### src/rtl/time_keeper.sv
// time_keeper: live time-of-day counter, edit shadow, alarm store/ring and
// registered display mux driven by the front-panel UI controls.
// Ports:
//   sys_clk, rst_n           clock, async active-low reset
//   tick_1hz                 1 Hz single-cycle pulse
//   display_mode_in[2:0]     UI mode (display/set h/set m/alarm h/alarm m)
//   inc_*_en, load_time_en   single-cycle edit/commit pulses
//   alarm_enable, alarm_stop alarm arm level / silence pulse
//   time_*                   live time (binary h/m/s)
//   disp_*                   registered display values
//   alarm_ring               alarm active
module time_keeper #(
   parameter int unsigned RING_SECONDS = 60
) (
   input  logic       sys_clk,
   input  logic       rst_n,
   input  logic       tick_1hz,
   input  logic [2:0] display_mode_in,
   input  logic       inc_current_hours_en,
   input  logic       inc_current_minutes_en,
   input  logic       inc_alarm_hours_en,
   input  logic       inc_alarm_minutes_en,
   input  logic       load_time_en,
   input  logic       alarm_enable,
   input  logic       alarm_stop,
   output logic [4:0] time_hours,
   output logic [5:0] time_minutes,
   output logic [5:0] time_seconds,
   output logic [4:0] disp_hours,
   output logic [5:0] disp_minutes,
   output logic [5:0] disp_seconds,
   output logic       alarm_ring
);

   localparam logic [7:0] RING_LD = 8'(RING_SECONDS);

   logic [4:0] hr_q;
   logic [5:0] min_q, sec_q;
   logic [4:0] sh_h_q, al_h_q;
   logic [5:0] sh_m_q, al_m_q;
   logic [2:0] prev_mode_q;
   logic       ring_q;
   logic [7:0] ring_cnt_q;
   logic [4:0] dh_q;
   logic [5:0] dm_q, ds_q;

   logic [4:0] hr_d;
   logic [5:0] min_d, sec_d;
   logic       tick_eff;
   logic       trig;
   logic       load_sh;
   logic [4:0] dh_d;
   logic [5:0] dm_d, ds_d;

   // A commit swallows a coincident tick.
   assign tick_eff = tick_1hz & ~load_time_en;
   assign load_sh  = (display_mode_in == 3'b001) &&
                     (prev_mode_q == 3'b000);

   always_comb begin
      sec_d = (sec_q == 6'd59) ? 6'd0 : sec_q + 6'd1;
      min_d = min_q;
      hr_d  = hr_q;
      if (sec_q == 6'd59) begin
         min_d = (min_q == 6'd59) ? 6'd0 : min_q + 6'd1;
         if (min_q == 6'd59)
            hr_d = (hr_q == 5'd23) ? 5'd0 : hr_q + 5'd1;
      end
   end

   // Only a tick landing on hh:mm:00 can trigger; commits never do.
   assign trig = tick_eff & alarm_enable &
                 (sec_q == 6'd59) &
                 (min_d == al_m_q) & (hr_d == al_h_q);

   always_comb begin
      dh_d = hr_q;
      dm_d = min_q;
      ds_d = sec_q;
      case (display_mode_in)
         3'b001, 3'b010: begin
            dh_d = sh_h_q;
            dm_d = sh_m_q;
            ds_d = 6'd0;
         end
         3'b011, 3'b100: begin
            dh_d = al_h_q;
            dm_d = al_m_q;
            ds_d = 6'd0;
         end
         default: ;
      endcase
   end

   always_ff @(posedge sys_clk or negedge rst_n) begin
      if (!rst_n) begin
         hr_q  <= '0;
         min_q <= '0;
         sec_q <= '0;
      end else if (load_time_en) begin
         hr_q  <= sh_h_q;
         min_q <= sh_m_q;
         sec_q <= '0;
      end else if (tick_eff) begin
         hr_q  <= hr_d;
         min_q <= min_d;
         sec_q <= sec_d;
      end
   end

   always_ff @(posedge sys_clk or negedge rst_n) begin
      if (!rst_n) begin
         sh_h_q <= '0;
         sh_m_q <= '0;
      end else if (load_sh) begin
         sh_h_q <= hr_q;
         sh_m_q <= min_q;
      end else begin
         if (inc_current_hours_en)
            sh_h_q <= (sh_h_q == 5'd23) ? 5'd0 : sh_h_q + 5'd1;
         if (inc_current_minutes_en)
            sh_m_q <= (sh_m_q == 6'd59) ? 6'd0 : sh_m_q + 6'd1;
      end
   end

   always_ff @(posedge sys_clk or negedge rst_n) begin
      if (!rst_n) begin
         al_h_q <= '0;
         al_m_q <= '0;
      end else begin
         if (inc_alarm_hours_en)
            al_h_q <= (al_h_q == 5'd23) ? 5'd0 : al_h_q + 5'd1;
         if (inc_alarm_minutes_en)
            al_m_q <= (al_m_q == 6'd59) ? 6'd0 : al_m_q + 6'd1;
      end
   end

   // Stop/disable beat a trigger; a trigger while ringing reloads.
   always_ff @(posedge sys_clk or negedge rst_n) begin
      if (!rst_n) begin
         ring_q     <= 1'b0;
         ring_cnt_q <= '0;
      end else if (alarm_stop || !alarm_enable) begin
         ring_q     <= 1'b0;
         ring_cnt_q <= '0;
      end else if (trig) begin
         ring_q     <= 1'b1;
         ring_cnt_q <= RING_LD;
      end else if (tick_eff && ring_q) begin
         if (ring_cnt_q <= 8'd1) begin
            ring_q     <= 1'b0;
            ring_cnt_q <= '0;
         end else begin
            ring_cnt_q <= ring_cnt_q - 8'd1;
         end
      end
   end

   always_ff @(posedge sys_clk or negedge rst_n) begin
      if (!rst_n) begin
         prev_mode_q <= 3'b000;
         dh_q        <= '0;
         dm_q        <= '0;
         ds_q        <= '0;
      end else begin
         prev_mode_q <= display_mode_in;
         dh_q        <= dh_d;
         dm_q        <= dm_d;
         ds_q        <= ds_d;
      end
   end

   assign time_hours   = hr_q;
   assign time_minutes = min_q;
   assign time_seconds = sec_q;
   assign disp_hours   = dh_q;
   assign disp_minutes = dm_q;
   assign disp_seconds = ds_q;
   assign alarm_ring   = ring_q;

endmodule

### config.mk
export PLATFORM = sky130hd
export DESIGN_NAME = time_keeper
export DESIGN_NICKNAME = d
export VERILOG_FILES = /design/src/rtl/time_keeper.sv
export SDC_FILE = /design/constraint.sdc
export NUM_CORES = 1
export LEC_CHECK = 0
export CORE_UTILIZATION = 44
export DETAILED_ROUTE_END_ITERATION = 8
export PLACE_DENSITY = 0.62
export SLEW_MARGIN = 20
export SYNTH_ARGS = -nofsm -noshare
export SYNTH_HDL_FRONTEND = slang
export SYNTH_SLANG_ARGS = --single-unit
### constraint.sdc
create_clock -name sys_clk -period 5.4 [get_ports sys_clk]
set_input_delay 1.62 -clock sys_clk [delete_from_list [all_inputs] [get_ports sys_clk]]
set_output_delay 1.62 -clock sys_clk [all_outputs]
set_load 0.01 [all_outputs]
==> metrics.txt <==
status=finished, violations left; failing checks=design-rule violations; endpoint class of the critical path=flop; Hold EP=alarm_ring; Max transition margin=39.0%; grt ovf=0; Power per Cell Area=418 mW/mm²; routed wire length=10.2 mm; Setup CP Type=in -> reg; Synth Area in Compound Gates=19.3%; Worst-path clk slew=0.08 ns; antenna violations before repair=0; hold wc startpoint=alarm_ring; vias per cell=5.99; Core ar.=0.00885 mm²; gp weighted congestion=0.905; Post-Synth XOR/XNOR Area=3.23%; endpoints failing hold=0; max-capacitance violation count=0; Mapped Avg Cell Area=8.72 µm²; GR Util All Layers=22.8%; initial drt markers=207; Power Total=1.99 mW; Unique masters post-synth=55; register area share after synthesis=41.8%; Setup TNS=0 ns; syn_nets=489; # diodes=0; H-Tree Depth=3; Resized Gates After CTS=0; Post-synth EDFFs=0; reg2reg setup slack=2.45 ns; most frequent cells in the layout=dfrtp_1, nand2_1, clkdlybuf4s50_1, a21oi_1, nor2_1; TritonCTS clock tree=yes; leakage power=1.97 nW; Synth Area in Adders=2.76%; synth-to-layout area growth=17.0%; Initial DRT Pass Iterations=7; period utilisation layout=67.5%; Reg2Reg Capture Point=ring_cnt_q[1]; fin crit period=3.64 ns; hold depth=2; mux cell area share after synthesis=4.61%; NumNets Final=516; post-route antenna net violation count=0; most common cell after layout, fill and taps aside=dfrtp_1; vias in the first global route=3536; register bit total from synthesis=68; crit path max fanout=23; first-pass GRT wire length=17.5 mm; Worst Max-Slew Pin Slew=0.909 ns; die area=0.00965 mm²; post-CTS setup buffers=0; clock root buffer=clkbuf_8; # port buffers=47; DP Cell Count=591; critical path launch point type=input pin; Rows=34; FF-to-FF Start=time_minutes[0]; Mapped Cells=467; final setup vio count=0; Crit-path slowest cell=clkdlybuf4s50_1; async set-reset flop share out of synthesis=100%; Slowest Stage Delay on Critical Path=0.62 ns; Min-Delay Path Class=reg -> reg; largest net degree at the start of global routing=45; Max Buffers Root-to-Sink=2; CTS buffer count=9; die width=98.2 µm; top_reg_cell synth=dfrtp_1; clk_skew=0.0120 ns; Max Fclk=0.275 GHz; layout cells sized above 1=7.01%; Chip Height=98.2 µm; arrival time of the worst setup path=3.84 ns; simple logic cell fraction of the synthesized area=23.7%; VDD IR-drop max=0.223 mV; IO Pins=48; RSZ-0062 raised after global routing=false; Initial Util=46.0%; Reg2Reg Depth=7; critical path, cell by cell=clkdlybuf4s50_1 -> nor4_1 -> nand3b_1 -> nand3_1 -> nor3_1 -> a31oi_1 -> o21ai_0; DP HPWL=7.33 mm; Worst-Skew Late Latency=0.36 ns; clock sink count=68; DR WL/cell=16.8 µm; Post-route DRC=4; Layout Cells excl Fill=607; Final Max Slew Viols=0; CP required=5.60 ns; via count=3633; # hold bufs at CTS=0; combinational family with the most area after synthesis=simple AND/OR/NAND/NOR gates; synth warn=0; Synth Cell Area=0.00407 mm²
[power by group]
part	internal [mW]	switching (mW)	total [mW]
combinational	0.336	0.317	0.654
clock	0.225	0.206	0.431
sequential	0.639	0.269	0.908
[sequential cells by signal (all words and copies together), names as in the netlist]
signal,count
prev_mode_q,3
time_seconds,6
time_hours,5
disp_hours,5
time_minutes,6
disp_minutes,6
sh_h_q,5
alarm_ring,1
ring_cnt_q,8
al_m_q,6
al_h_q,5
sh_m_q,6
disp_seconds,6
[area by class of cell]
| type | instances | area [µm²] |
|---|---|---|
| tap | 108 | 135 |
| inverter | 14 | 52.6 |
| clock buffer | 10 | 138 |
| sequential | 68 | 1700 |
| fill | 865 | 4090 |
| multi-input combinational | 351 | 2180 |
| clock inverter | 6 | 63.8 |
| timing repair buffer | 50 | 490 |
[through the flow]
stage               cell area [µm²]  worst slack (ns)  utilization, %  hold slack [ns]
detailed placement             4560              1.42            51.5            0.537
global route                   4760              1.45            53.8            0.604
global placement               4560              1.57            51.5            0.528
floorplan                      4070              2.25               -            0.517
finish                         4760              1.76            53.8            0.553
CTS                            4760              1.75            53.8            0.555
[per-layer routing]
layer | track usage, % | up-vias | share of wire, %
met3 | 3.01 | 15 | 4.1
li1 | - | 1765 | -
met4 | 8.84 | 0 | 1.5
met1 | 31.1 | 1762 | 46
met2 | 36.9 | 91 | 48
met5 | 0 | - | 0
[cell usage after synthesis (all sizes together) (2+ instances only)]
master    n  area [µm²]
nor2b     7        43.8
o31ai     6        45.0
nand2    52         195
mux2      6        67.6
nand2b    6        37.5
or2       2        12.5
o21a      3        22.5
a21oi    40         204
xor2      8        70.1
or4       2        22.5
a31oi     4        25.0
nor2     37         139
a221o     2        20.0
dfrtp    68        1700
inv      13        48.8
nand3b    5        37.5
buf       9        42.5
nor3b     6        45.0
or3       4        25.0
nand4    11        75.1
o221ai    3        26.3
o22ai    18         113
nand4b    5        58.8
ha        9         113
nand3    16        80.1
nor4     11        83.8
nor3     11        55.1
a211o     4        35.0
xnor2     7        61.3
o21ai    31         159
mux2i    12         120
and3      4        25.0
o2111ai   4        35.0
and4b     2        20.0
clkbuf   25        93.8
a21o      2        15.0
[worst max path at each step]
stage,from,to,slack [ns]
after floorplan,tick_1hz,alarm_ring,2.25
after global placement,display_mode_in[2],sh_h_q[3],1.57
after detailed placement,display_mode_in[2],sh_h_q[3],1.42
after CTS,display_mode_in[2],sh_h_q[3],1.75
after global routing,display_mode_in[2],sh_h_q[3],1.45
final,display_mode_in[2],sh_h_q[3],1.76
[worst max-delay path, delay by kind of cell]
kind,cells,cell delay (ns)
compound gates,2,0.25
simple gates,4,1.35
buf+inv,1,0.62
[cells by family (layout without fill, tap and decap cells)]
kind of cell,after synthesis,after routing
simple gates,182,182
compound gates,127,127
flops,68,68
buf+inv,48,80
mux,18,18
xor+xnor,15,15
fa+ha+maj,9,9
(Power assumes the default switching activity.)
==> RTL change 1, RTL diff (same flow settings) <==
The parameter `RING_SECONDS` goes from 60 to 30.
--- a/src/rtl/time_keeper.sv
+++ b/src/rtl/time_keeper.sv
@@ -10,7 +10,7 @@
 //   disp_*                   registered display values
 //   alarm_ring               alarm active
 module time_keeper #(
-   parameter int unsigned RING_SECONDS = 60
+   parameter int unsigned RING_SECONDS = 30
 ) (
    input  logic       sys_clk,
    input  logic       rst_n,
Formal check against the unedited RTL: same outputs for any inputs over 4 cycles, from zero or initial values and one cycle with rst_n low; that may be too few to reach the edited logic, so the function may still have changed.
==> RTL change 1 against the unedited design <==
Setup slack better by 0.049 ns; sequential cell count unchanged; power down 2.0%; synthesized area down 3.4%; routed wire length down 5.6%; worst hold slack better by 0.015 ns; final area down 2.7%; synthesized cell count down 6.2%; critical path type unchanged; highest routed layer unchanged.
==> RTL change 1: results (changes against the unedited design) <==
initial antenna violation count 0 (unchanged); Net Sw Power 0.0007593 W (-4.1%); status completed; Hold Crit Class flop to flop; largest net degree at the start of global routing 37 (-18%); Synth Area in Compound Gates 19.34% (+0.051 points); placed cells 565 (-4.4%); Lkg Pwr 1.865 nW (-5.3%); first-pass GRT wire length 15910 um (-9.1%); GRT Overall Usage 22.38% (-0.39 points); Worst-Skew Late Latency 0.34 ns (-0.02 ns); Yosys cell types 55 (unchanged); layout cell share with drive strength beyond 1 6.765% (-0.25 points); delay-heaviest family, CP simple AND/OR/NAND/NOR gates; crit-path max FO 18 (-22%); number of setup buffers added after CTS 0 (unchanged); slew margin rel. 38.09% (-0.90 points); CP peak stage delay 0.86 ns (+0.24 ns); sequential fraction of the synthesis area 43.27% (+1.5 points); Filler cells 815 (-5.8%); Post-Route WL 9644 um (-5.6%); maximum clock insertion buffer count 2 (unchanged); Commonest cells post-synth 68 x dfrtp_1, 42 x nor2_1, 40 x a21oi_1, 40 x nand2_1, 28 x o21ai_0; placed cell areas 4432 um2 (-2.8%); Synth Net Count 460 (-5.9%); Placer Congestion 0.8771 (-3.1%); CTS Buf Count 9 (unchanged); DP HPWL 6761 um (-7.7%); post-route insts no fill 581 (-4.3%); Final nets 490 (-5.0%); DR pass1 iterations 5 (-2); Post-Synth XOR/XNOR Area 3.786% (+0.56 points); initial drt markers 205 (-0.97%); Syn Inst Count 438 (-6.2%); vias in the first global route 3203 (-9.4%); Adder-Cell Fraction of Synth Area 2.864% (+0.099 points); synth top area cells dfrtp_1 43%, a21oi_1 5.1%, mux2i_1 4.1%; H-Tree Depth 3 (unchanged); dpl ws 1.471 ns (+0.04587 ns); drt via density 5.890 (-1.6%); Worst EP arrival 3.81 ns (-0.03 ns); cell at the slowest stage of the critical path clkdlybuf4s50_1; Most flops, register ring_cnt_q; maximum vdd drop 244.1 uV (+9.4%); Final Skew 0.004944 ns (-0.007078 ns); asr flop ratio synth 100.0% (unchanged); mux cell area share after synthesis 4.645% (+0.037 points)
[RTL change 1: changes by cell type in the layout (fill, tap and decap cells not counted), moves of 5 or more]
cell	delta
nor2_1	+5
nand2_1	-12
xnor2_1	+6
o21ai_1	-5
inv_1	-5
[RTL change 1: cell type report]
cell class	count	area, um2	share of cell area, %
clock buffer	10	137.6	2.971
timing repair buffer	49	480.5	10.37
tap	108	135.1	2.917
clock inverter	6	63.81	1.377
sequential	68	1702	36.73
multi-input combinational	331	2081	44.91
inverter	9	33.78	0.7291
[RTL change 1: power groups by stage]
stage               logic [W]  clock network [W]  registers, W
floorplan            0.000482                  0      0.000773
global placement     0.000627                  0      0.000891
detailed placement   0.000632                  0      0.000895
CTS                  0.000634           0.000435      0.000886
global route         0.000708           0.000459      0.000916
finish               0.000632           0.000425      0.000894
[RTL change 1: per-layer routing]
| metal | global-route usage [%] | routed length (um) |
|---|---|---|
| met5 | 0 | 0 |
| met4 | 6.495 | 138 |
| met3 | 5.164 | 507 |
| met2 | 35.45 | 4464 |
| met1 | 30.50 | 4534 |
[RTL change 1: logic make-up after synthesis]
logic type | Yosys count
compound gates | 122
xor+xnor | 17
fa+ha+maj | 9
buf+inv | 39
flops | 68
mux | 18
simple gates | 165
[RTL change 1: worst paths after layout]
kind | from | cells after the start | slack, ns | endpoint
setup / recovery | tick_1hz | 7 | 1.81 | ring_cnt_q[6]
min in group asynchronous | rst_n | 1 | 1.33 | disp_seconds[0]
hold / removal | alarm_ring | 2 | 0.57 | alarm_ring
setup reg to reg | time_minutes[0] | 8 | 2.62 | ring_cnt_q[6]
max in group asynchronous | rst_n | 2 | 3.12 | al_m_q[2]
hold reg to reg | alarm_ring | 2 | 0.57 | alarm_ring
==> RTL change 2, RTL diff (config.mk and constraints unchanged) <==
Without the edit above. `dh_q`, `dm_q` and `ds_q` no longer have a reset.
--- a/src/rtl/time_keeper.sv
+++ b/src/rtl/time_keeper.sv
@@ -159,15 +159,15 @@
    always_ff @(posedge sys_clk or negedge rst_n) begin
       if (!rst_n) begin
          prev_mode_q <= 3'b000;
-         dh_q        <= '0;
-         dm_q        <= '0;
-         ds_q        <= '0;
       end else begin
          prev_mode_q <= display_mode_in;
-         dh_q        <= dh_d;
-         dm_q        <= dm_d;
-         ds_q        <= ds_d;
       end
+   end
+
+   always_ff @(posedge sys_clk) begin
+      dh_q <= dh_d;
+      dm_q <= dm_d;
+      ds_q <= ds_d;
    end
 
    assign time_hours   = hr_q;
Behaviour: differs if rst_n is asserted again (counterexample within 4 cycles, from zero or initial values and one cycle with rst_n low); with rst_n held inactive, the same outputs for 10 cycles.
==> RTL change 2 against the unedited design <==
The run still ends with DRC left; sequential cell count did not move; non-clock buffer count rose by 2; synthesized area rose by 2.4%; die area rose by 2.3%; count of clock-buffer cells in the layout rose by 2; final area rose by 1.2%; setup slack improved by 0.029 ns; sequential power rose by 1%; worst hold slack improved by 0.029 ns; synthesized cell count rose by 3.6%; routed wire length fell by 1.6%; clock power fell by 17%; power fell by 0.81%; core utilization fell by 1.4 points; critical path type unchanged; critical endpoint is now ring_cnt_q[1]; highest routed layer unchanged.
==> RTL change 2: results (changes against the unedited design) <==
status complete, but fails checks; failing checks DRC; Tightest Pin Transition 0.7008 ns (-0.2078 ns); placed cells 611 (+3.4%); largest net degree at the start of global routing 52 (+16%); WHS Path Cells 1 (-1); GRT Overall Usage 21.42% (-1.3 points); flop2flop setup slack 2.72 ns (+0.27 ns); Lkg Pwr 1.863 nW (-5.4%); Post-Synth XOR/XNOR Area 3.570% (+0.34 points); routed length per instance 16.05 um (-4.6%); Clock power frac 18.1% (-3.5 points); Worst Min Path Start time_seconds[5]; internal power consumption 0.001183 W (-1.4%); placed cell areas 4658 um2 (+2.2%); Hold EP time_seconds[5]; vias in the first global route 3359 (-5.0%); comb pwr 0.000699 W (+6.9%); total vias in the final route 3625 (-0.22%); mux cell area share after synthesis 8.011% (+3.4 points); DRC violations left 2 (-2); Reg2Reg Depth 8 (+1); first-pass GRT wire length 16750 um (-4.3%); Synth Net Count 506 (+3.5%); Adder-Cell Fraction of Synth Area 2.700% (-0.065 points); Final nets 533 (+3.3%); syn avg cell area 8.616 um2 (-1.2%); initial drt markers 243 (+17%)
-- RTL change 2: changes by cell type after synthesis, sizes merged, moves of 9 or more --
cell	delta
mux2i	+9
o21ai	+11
dfrtp	-17
nand2	-10
dfxtp	+17
-- RTL change 2: worst max-delay path by stage --
stage                     to  slack [ns]               start  cells after the start
5_1_grt        ring_cnt_q[0]        1.68            tick_1hz                      8
3_3_place_gp   ring_cnt_q[6]        1.53            tick_1hz                      8
4_1_cts        ring_cnt_q[1]        1.80            tick_1hz                      8
2_1_floorplan      sh_h_q[3]        2.38  display_mode_in[2]                      9
3_5_place_dp   ring_cnt_q[1]        1.46            tick_1hz                      8
6_report       ring_cnt_q[1]        1.79            tick_1hz                      8
-- RTL change 2: cells by family after synthesis --
kind of cell             after synthesis
AO/OA/AOI/OAI                        132
XOR/XNOR                              17
adder cells (fa/ha/maj)                9
buffers and inverters                 47
flip-flops                            68
multiplexers                          32
AND/OR/NAND/NOR                      179
-- RTL change 2: area by class of cell --
cell class              instances  area [um2]
inverters                      11       41.29
clock buffers                  12       145.1
repair buffers                 52       503.0
multi-input cells             369        2359
well taps                     111       138.9
flip-flops and latches         68        1617
clock inverters                 3       15.01
fillers                       914        4378
-- RTL change 2: metal layers --
metal / track usage [%] / up-vias / routed length [um]
li1: - / 1807 / -
met5: 0 / - / 0
met1: 29.09 / 1723 / 4805
met4: 6.561 / 0 / 90
met2: 34.56 / 87 / 4696
met3: 4.216 / 8 / 458
-- RTL change 2: metrics by stage --
step	hold WS, ns	setup WS (ns)	util (%)
final	0.5824	1.786	52.39
after CTS	0.5808	1.801	52.39
after detailed placement	0.5718	1.459	50.65
after global placement	0.5565	1.530	50.65
after global routing	0.6246	1.679	52.39
after floorplan	0.5275	2.380	-
